### src/rtl/wave_osc.sv
// -----------------------------------------------------------------------------
// wave_osc -- run-time tunable audio oscillator.
//
// A phase accumulator (DDS) feeds a waveform generator: triangle, sawtooth,
// square or variable-duty pulse. The result goes into a one-entry registered
// output stage with a valid/ready handshake. Frequency, shape and duty are
// sampled on every accepted sample, so they can change from one sample to the
// next.
//
// Parameters:
//   width_p        output sample width (signed two's complement)
//   phase_width_p  phase accumulator width P; needs P >= width_p + 1, P >= 8
//
// Ports:
//   clk_i        clock
//   reset_i      synchronous active-high reset (phase, valid, data -> 0)
//   phase_inc_i  unsigned phase increment per sample (f = inc * fs / 2^P)
//   mode_i       0 triangle, 1 sawtooth, 2 square, 3 pulse
//   duty_i       pulse high time in 1/256 of the period (pulse mode only)
//   sync_i       hard sync: restart the phase at 0
//   ready_i      downstream accepts the current sample
//   valid_o      data_o holds a sample
//   data_o       signed output sample
// -----------------------------------------------------------------------------
module wave_osc #(
  parameter int width_p       = 12,
  parameter int phase_width_p = 24
) (
  input  logic                       clk_i,
  input  logic                       reset_i,
  input  logic [phase_width_p-1:0]   phase_inc_i,
  input  logic [1:0]                 mode_i,
  input  logic [7:0]                 duty_i,
  input  logic                       sync_i,
  input  logic                       ready_i,
  output logic                       valid_o,
  output logic signed [width_p-1:0]  data_o
);

  localparam int W = width_p;
  localparam int P = phase_width_p;

  // Full-scale levels for square/pulse: +A and -A, A = 2^(W-1)-1.
  localparam logic [W-1:0] amp_pos = {1'b0, {(W-1){1'b1}}};
  localparam logic [W-1:0] amp_neg = {1'b1, {(W-2){1'b0}}, 1'b1};

  typedef enum logic [1:0] {
    MODE_TRI    = 2'd0,
    MODE_SAW    = 2'd1,
    MODE_SQUARE = 2'd2,
    MODE_PULSE  = 2'd3
  } mode_e;

  logic [P-1:0] phase_reg, phase_next;
  logic [W-1:0] data_reg, data_next;
  logic         valid_reg, valid_next;

  logic         load;
  logic [P-1:0] phase_src;
  logic         phase_msb;
  logic [W-1:0] saw_t;
  logic [W-1:0] tri_u;
  logic [W-1:0] tri_v;
  logic [7:0]   pulse_pos;
  logic [W-1:0] wave;

  // The output slot is refilled whenever it is empty or being consumed.
  assign load = ~valid_reg | ready_i;

  // Hard sync makes the sample taken at this edge come from phase 0.
  assign phase_src = sync_i ? '0 : phase_reg;

  assign phase_msb = phase_src[P-1];
  assign saw_t     = phase_src[P-1 -: W];
  assign tri_u     = phase_src[P-2 -: W];
  assign pulse_pos = phase_src[P-1 -: 8];

  // Triangle: fold the ramp back down during the second half period.
  for (genvar gi = 0; gi < W; gi++) begin : g_tri_fold
    assign tri_v[gi] = tri_u[gi] ^ phase_msb;
  end

  // Inverting the MSB turns an offset-binary ramp into two's complement.
  always_comb begin
    wave = '0;
    case (mode_e'(mode_i))
      MODE_TRI:    wave = {~tri_v[W-1], tri_v[W-2:0]};
      MODE_SAW:    wave = {~saw_t[W-1], saw_t[W-2:0]};
      MODE_SQUARE: wave = phase_msb ? amp_neg : amp_pos;
      MODE_PULSE:  wave = (pulse_pos < duty_i) ? amp_pos : amp_neg;
      default:     wave = '0;
    endcase
  end

  always_comb begin
    phase_next = phase_reg;
    data_next  = data_reg;
    valid_next = valid_reg;
    if (load) begin
      data_next  = wave;
      phase_next = phase_src + phase_inc_i;
      valid_next = 1'b1;
    end else if (sync_i) begin
      // Sample is held; only the phase restarts.
      phase_next = '0;
    end
  end

  always_ff @(posedge clk_i) begin
    if (reset_i) begin
      phase_reg <= '0;
      data_reg  <= '0;
      valid_reg <= 1'b0;
    end else begin
      phase_reg <= phase_next;
      data_reg  <= data_next;
      valid_reg <= valid_next;
    end
  end

  assign valid_o = valid_reg;
  assign data_o  = data_reg;

endmodule

### config.mk
export PLATFORM = sky130hd
export DESIGN_NAME = wave_osc
export DESIGN_NICKNAME = d
export VERILOG_FILES = /design/src/rtl/wave_osc.sv
export SDC_FILE = /design/constraint.sdc
export NUM_CORES = 1
export LEC_CHECK = 0
export BUFFER_PORTS_ARGS = -buffer_cell sky130_fd_sc_hd__buf_4
export CAP_MARGIN = 0
export CORE_ASPECT_RATIO = 1.25
export CORE_UTILIZATION = 30
export DETAILED_ROUTE_END_ITERATION = 7
export SYNTH_ARGS = -nofsm -noshare
export SYNTH_HDL_FRONTEND = slang
export SYNTH_SLANG_ARGS = --single-unit
export TNS_END_PERCENT = 50
### constraint.sdc
create_clock -name clk_i -period 10.25 [get_ports clk_i]
set_input_delay 1.5375 -clock clk_i [delete_from_list [all_inputs] [get_ports clk_i]]
set_output_delay 1.5375 -clock clk_i [all_outputs]
set_load 0.05 [all_outputs]
Yosys cells after proc, flatten, opt, wreduce, memory -nomap -nowiden:

Index checks and enable logic that the tools add are counted.

* $lt $le $gt $ge: 1
* reduce and logical (&&, ||, !) cells: 1
* equal/unequal tests: 3
* muxes and demuxes: 5
* add/subtract/negate cells: 1
* bitwise operators: 16

Operators by type and width (count)
* two-way mux 24 bit: 2
* one-hot mux 12 bit (4 select lines): 1
* adder 24 bit: 1
* two-way mux 12 bit: 2
* XOR 1 bit: 12
* less-than comparator 8 bit: 1
* equality test 2 bit, second input constant: 2
* NOT 1 bit: 3
* equality test 2 x 1 -> 1 bit, second input constant: 1
* logical NOT 2 bit: 1
* OR 1 bit: 1

* bits of input ports: 38
* register bits: 37

Longest topological paths before layout:

* depth in word-level cells: 4
* depth in mapped cells: 15

Worst setup path after synthesis:

No wires, ideal clock.

* path kind: input-to-reg
* start: input sync_i
* end: register phase_reg[14]
* stages: 15
* slack: 5593 ps
* data arrival time: 4597 ps
* required time: 10191 ps
* setup time: 59 ps
* cells stage by stage: buf_6 > clkdlybuf4s50_2 > nor2b_1 > ha_1 > inv_1 > fa_1 > nor2b_1 > o21a_1 > o211ai_2 > a21o_1 > a211oi_2 > a211oi_2 > xnor2_1 > a2111oi_1 > a31o_1

* longest elaborated chain between the ends: 3

RTL lines
* start: declaration: RTL line 34 `input logic sync_i,`
* two-way mux 24 bit (*)
* adder 24 bit: RTL line 101 `phase_next = phase_src + phase_inc_i;`
* two-way mux 24 bit (*): RTL line 99 `if (load) begin`
* end signal: assignment: RTL line 115 `phase_reg <= phase_next;`
* end: declaration: RTL line 54 `logic [P-1:0] phase_reg, phase_next;`

Every way passes the cells marked *; elsewhere a longest branch is shown, timed or not.
A chain may end at the register's enable or synchronous reset.

Worst setup path in the final report:

Same ends and word-level chain as after synthesis.

==> metrics.md <==
| Metric | Value |
|---|---|
| Status | `completed` |
| First-pass DRT Iterations | `4` |
| Sw frac | `0.335` |
| First-pass GRT wire length | `between 10000 and 15000 µm` |
| Ys flop type | `dfxtp_1` |
| Cell Int Power | `about 330 µW` |
| CP arrival | `around 4.5 ns` |
| Worst hold path class | `reg2reg` |
| Buf/Inv on CP | `2` |
| Clock sink count | `37` |
| Routed Antenna Nets | `0` |
| Mean Syn Cell Area | `about 7.7 µm²` |
| Reg power frac | `0.343` |
| Fill count | `around 1100` |
| Post-synthesis net count | `around 490` |
| Commonest non-fill, non-tap cell in the layout | `buf_4` |
| Slew Viols, Final | `0` |
| Number of synthesized flops with an enable pin | `0` |
| Total GRT Usage | `0.159` |
| Ant diodes | `0` |
| Final setup violation count | `0` |
| Area Overhead vs Synth | `16.8%` |
| VDD IR max | `about 0.000059 V` |
| Die Wd | `roughly 96 µm` |
| Tcrit/Tclk final | `0.420` |
| Crit start category | `primary input` |
| Footprint of the multi-input gates | `approximately 2300 µm²` |
| Antenna violations before repair | `0` |
| Critical Path RT | `roughly 10 ns` |
| DRC | `0` |
| Num CTS Buffers | `5` |
| Initial drt markers | `150` |
| Clk pwr share | `0.332` |
| CP Cell Sequence | `buf_4, nor2b_1, ha_1, inv_1, fa_1, nor2b_1, o21a_1, o211ai_2, a21o_1, a211oi_2, a211oi_2, xnor2_1, a2111oi_1, a31o_1` |
| Endpoint class of the critical path | `flop` |
| Crit path max fanout | `49` |
| Post-layout minimum cycle time | `approximately 4.3 ns` |
| Clock Skew | `0.00581 ns` |
| Max-cap violation count | `0` |
| CTS tree | `yes` |
| Most frequent cells in the layout | `buf_4 (51), nand2_1 (40), o21ai_0 (40), dfxtp_1 (37), a21oi_1 (34)` |
| CTS Root Buffer Type | `clkbuf_16` |
| Placed cell area | `~3700 µm²` |
| Hold_buf cts | `0` |
| Number of global-route vias before repair | `approximately 3000` |
| Pwr Density | `between 100 and 150 nW/µm²` |
| Post_cts resized | `0` |
| RSZ-0062 raised after global routing | `no` |
| # H-tree levels | `2` |
| Seq cells post-synth | `37` |
| Register area share after synthesis | `0.224` |
| Nets | `525` |
| Slew margin rel. | `0.358` |
| Final instance area | `around 3900 µm²` |
| Ports | `51` |
| Worst Setup Path Type | `in2reg` |
| Delay-heaviest family, CP | `compound AO/OA/AOI/OAI gates` |
| Layout cells sized above 1 | `0.180` |
| P_leak | `0.00170 µW` |
| Clock tree buffer depth | `2` |
| Max FFs per register | `24` |
| Die span in y | `~120 µm` |
| Mapped Cells | `between 400 and 500` |
| Switching power | `around 170 µW` |
| Worst skew pair latency | `about 0.28 ns` |
| Comb power frac | `0.325` |
| Via count | `~3000` |
| Total Die Area | `11400 µm²` |
| Max incr delay on CP | `~0.4 ns` |
| Setup Total Neg Slack | `0 ns` |
| FF+latch area | `~740 µm²` |
| Warnings from Yosys | `0` |
| Rows | `42` |
| Grt total ovfl | `0` |
| Fin. Hold Viols | `0` |
| Setup bufs post-CTS | `0` |
| Initial Utilization | `0.310` |
| Achievable clock frequency | `between 200 and 250 MHz` |
| Port Buffer Count | `50` |
| Gp weighted congestion | `0.809` |
| Count of different cell masters after synthesis | `66` |
| Largest net degree at the start of global routing | `50` |
| Drt wl/cell | `about 14 µm` |
| Total Wirelength | `roughly 8400 µm` |
| Post-synth ARST share | `0` |
| Clock Pin Slew Worst Setup and Hold Paths | `roughly 0.060 ns` |
| Slowest CP cell | `a2111oi_1` |
| Dpl hpwl | `around 6400 µm` |
| Finished Core Util | `0.362` |
| Floorplan core area | `about 11000 µm²` |
| Synthesized area | `roughly 3300 µm²` |
| DR vias/cell | `5.12` |
| Worst-Margin Slew | `~0.96 ns` |
## per-stage QoR
stage	cells	hold slack, ns	setup slack, ns	power, µW
5_1_grt	593	0.494	5.73	533
2_1_floorplan	427	0.528	5.59	298
6_report	593	0.468	5.94	501
3_3_place_gp	585	0.463	5.79	335
3_5_place_dp	585	0.462	5.67	338
4_1_cts	593	0.476	5.96	505
## routing by layer
metal / up-vias / wire length (µm) / track usage / part of all wire
met2: 43 / 4200 / 0.280 / 0.50
li1: 1587 / - / - / -
met3: 8 / 245 / 0.0255 / 0.029
met1: 1401 / 3840 / 0.198 / 0.46
met5: - / 0 / 0 / 0
met4: 0 / 85 / 0.0401 / 0.010
## power groups by stage
stage | clock (µW) | sequential, µW | combinational (µW)
2_1_floorplan | 0 | 183 | 114
3_3_place_gp | 0 | 175 | 160
3_5_place_dp | 0 | 175 | 163
4_1_cts | 169 | 172 | 164
5_1_grt | 176 | 174 | 182
6_report | 166 | 172 | 163
## layout make-up
cell class | count | area share
multi-input combinational | 338 | 0.599
sequential | 37 | 0.192
timing repair buffer | 51 | 0.0991
tap | 132 | 0.0428
clock buffer | 7 | 0.0395
inverter | 27 | 0.0262
clock inverter | 1 | 0.00130
## logic make-up after synthesis
group | Yosys count | share of synthesized area
AO/OA/AOI/OAI | 144 | 0.294
XOR/XNOR | 32 | 0.0848
adder cells (fa/ha/maj) | 29 | 0.111
buffers and inverters | 52 | 0.0768
flip-flops | 37 | 0.224
AND/OR/NAND/NOR | 133 | 0.210
## synthesized netlist by cell type (5+ instances only)
master | instances | area [µm²]
nor3_1 | 5 | 25.0
nand3_1 | 7 | 35.0
o211ai_1 | 6 | 45.0
a32o_1 | 10 | 100
nor2b_1 | 20 | 125
a21o_1 | 9 | 67.6
nand2b_1 | 9 | 56.3
o21ai_0 | 40 | 200
xnor2_1 | 26 | 228
nor2_1 | 26 | 97.6
a31oi_1 | 7 | 43.8
xor2_1 | 6 | 52.6
clkbuf_1 | 12 | 45.0
ha_1 | 26 | 325
a21oi_1 | 34 | 170
inv_1 | 27 | 101
dfxtp_1 | 37 | 741
nand2_1 | 40 | 150
## worst paths after layout
path	from	depth (start not counted)	slack [ns]	end
max	sync_i	14	5.94	phase_reg[14]$_SDFF_PP0_
min	data_o[1]$_SDFFE_PP0N_	1	0.47	data_o[1]$_SDFFE_PP0N_
max reg2reg	phase_reg[0]$_SDFF_PP0_	13	7.21	phase_reg[14]$_SDFF_PP0_
min reg2reg	data_o[1]$_SDFFE_PP0N_	1	0.47	data_o[1]$_SDFFE_PP0N_
(Power assumes the default switching activity.)
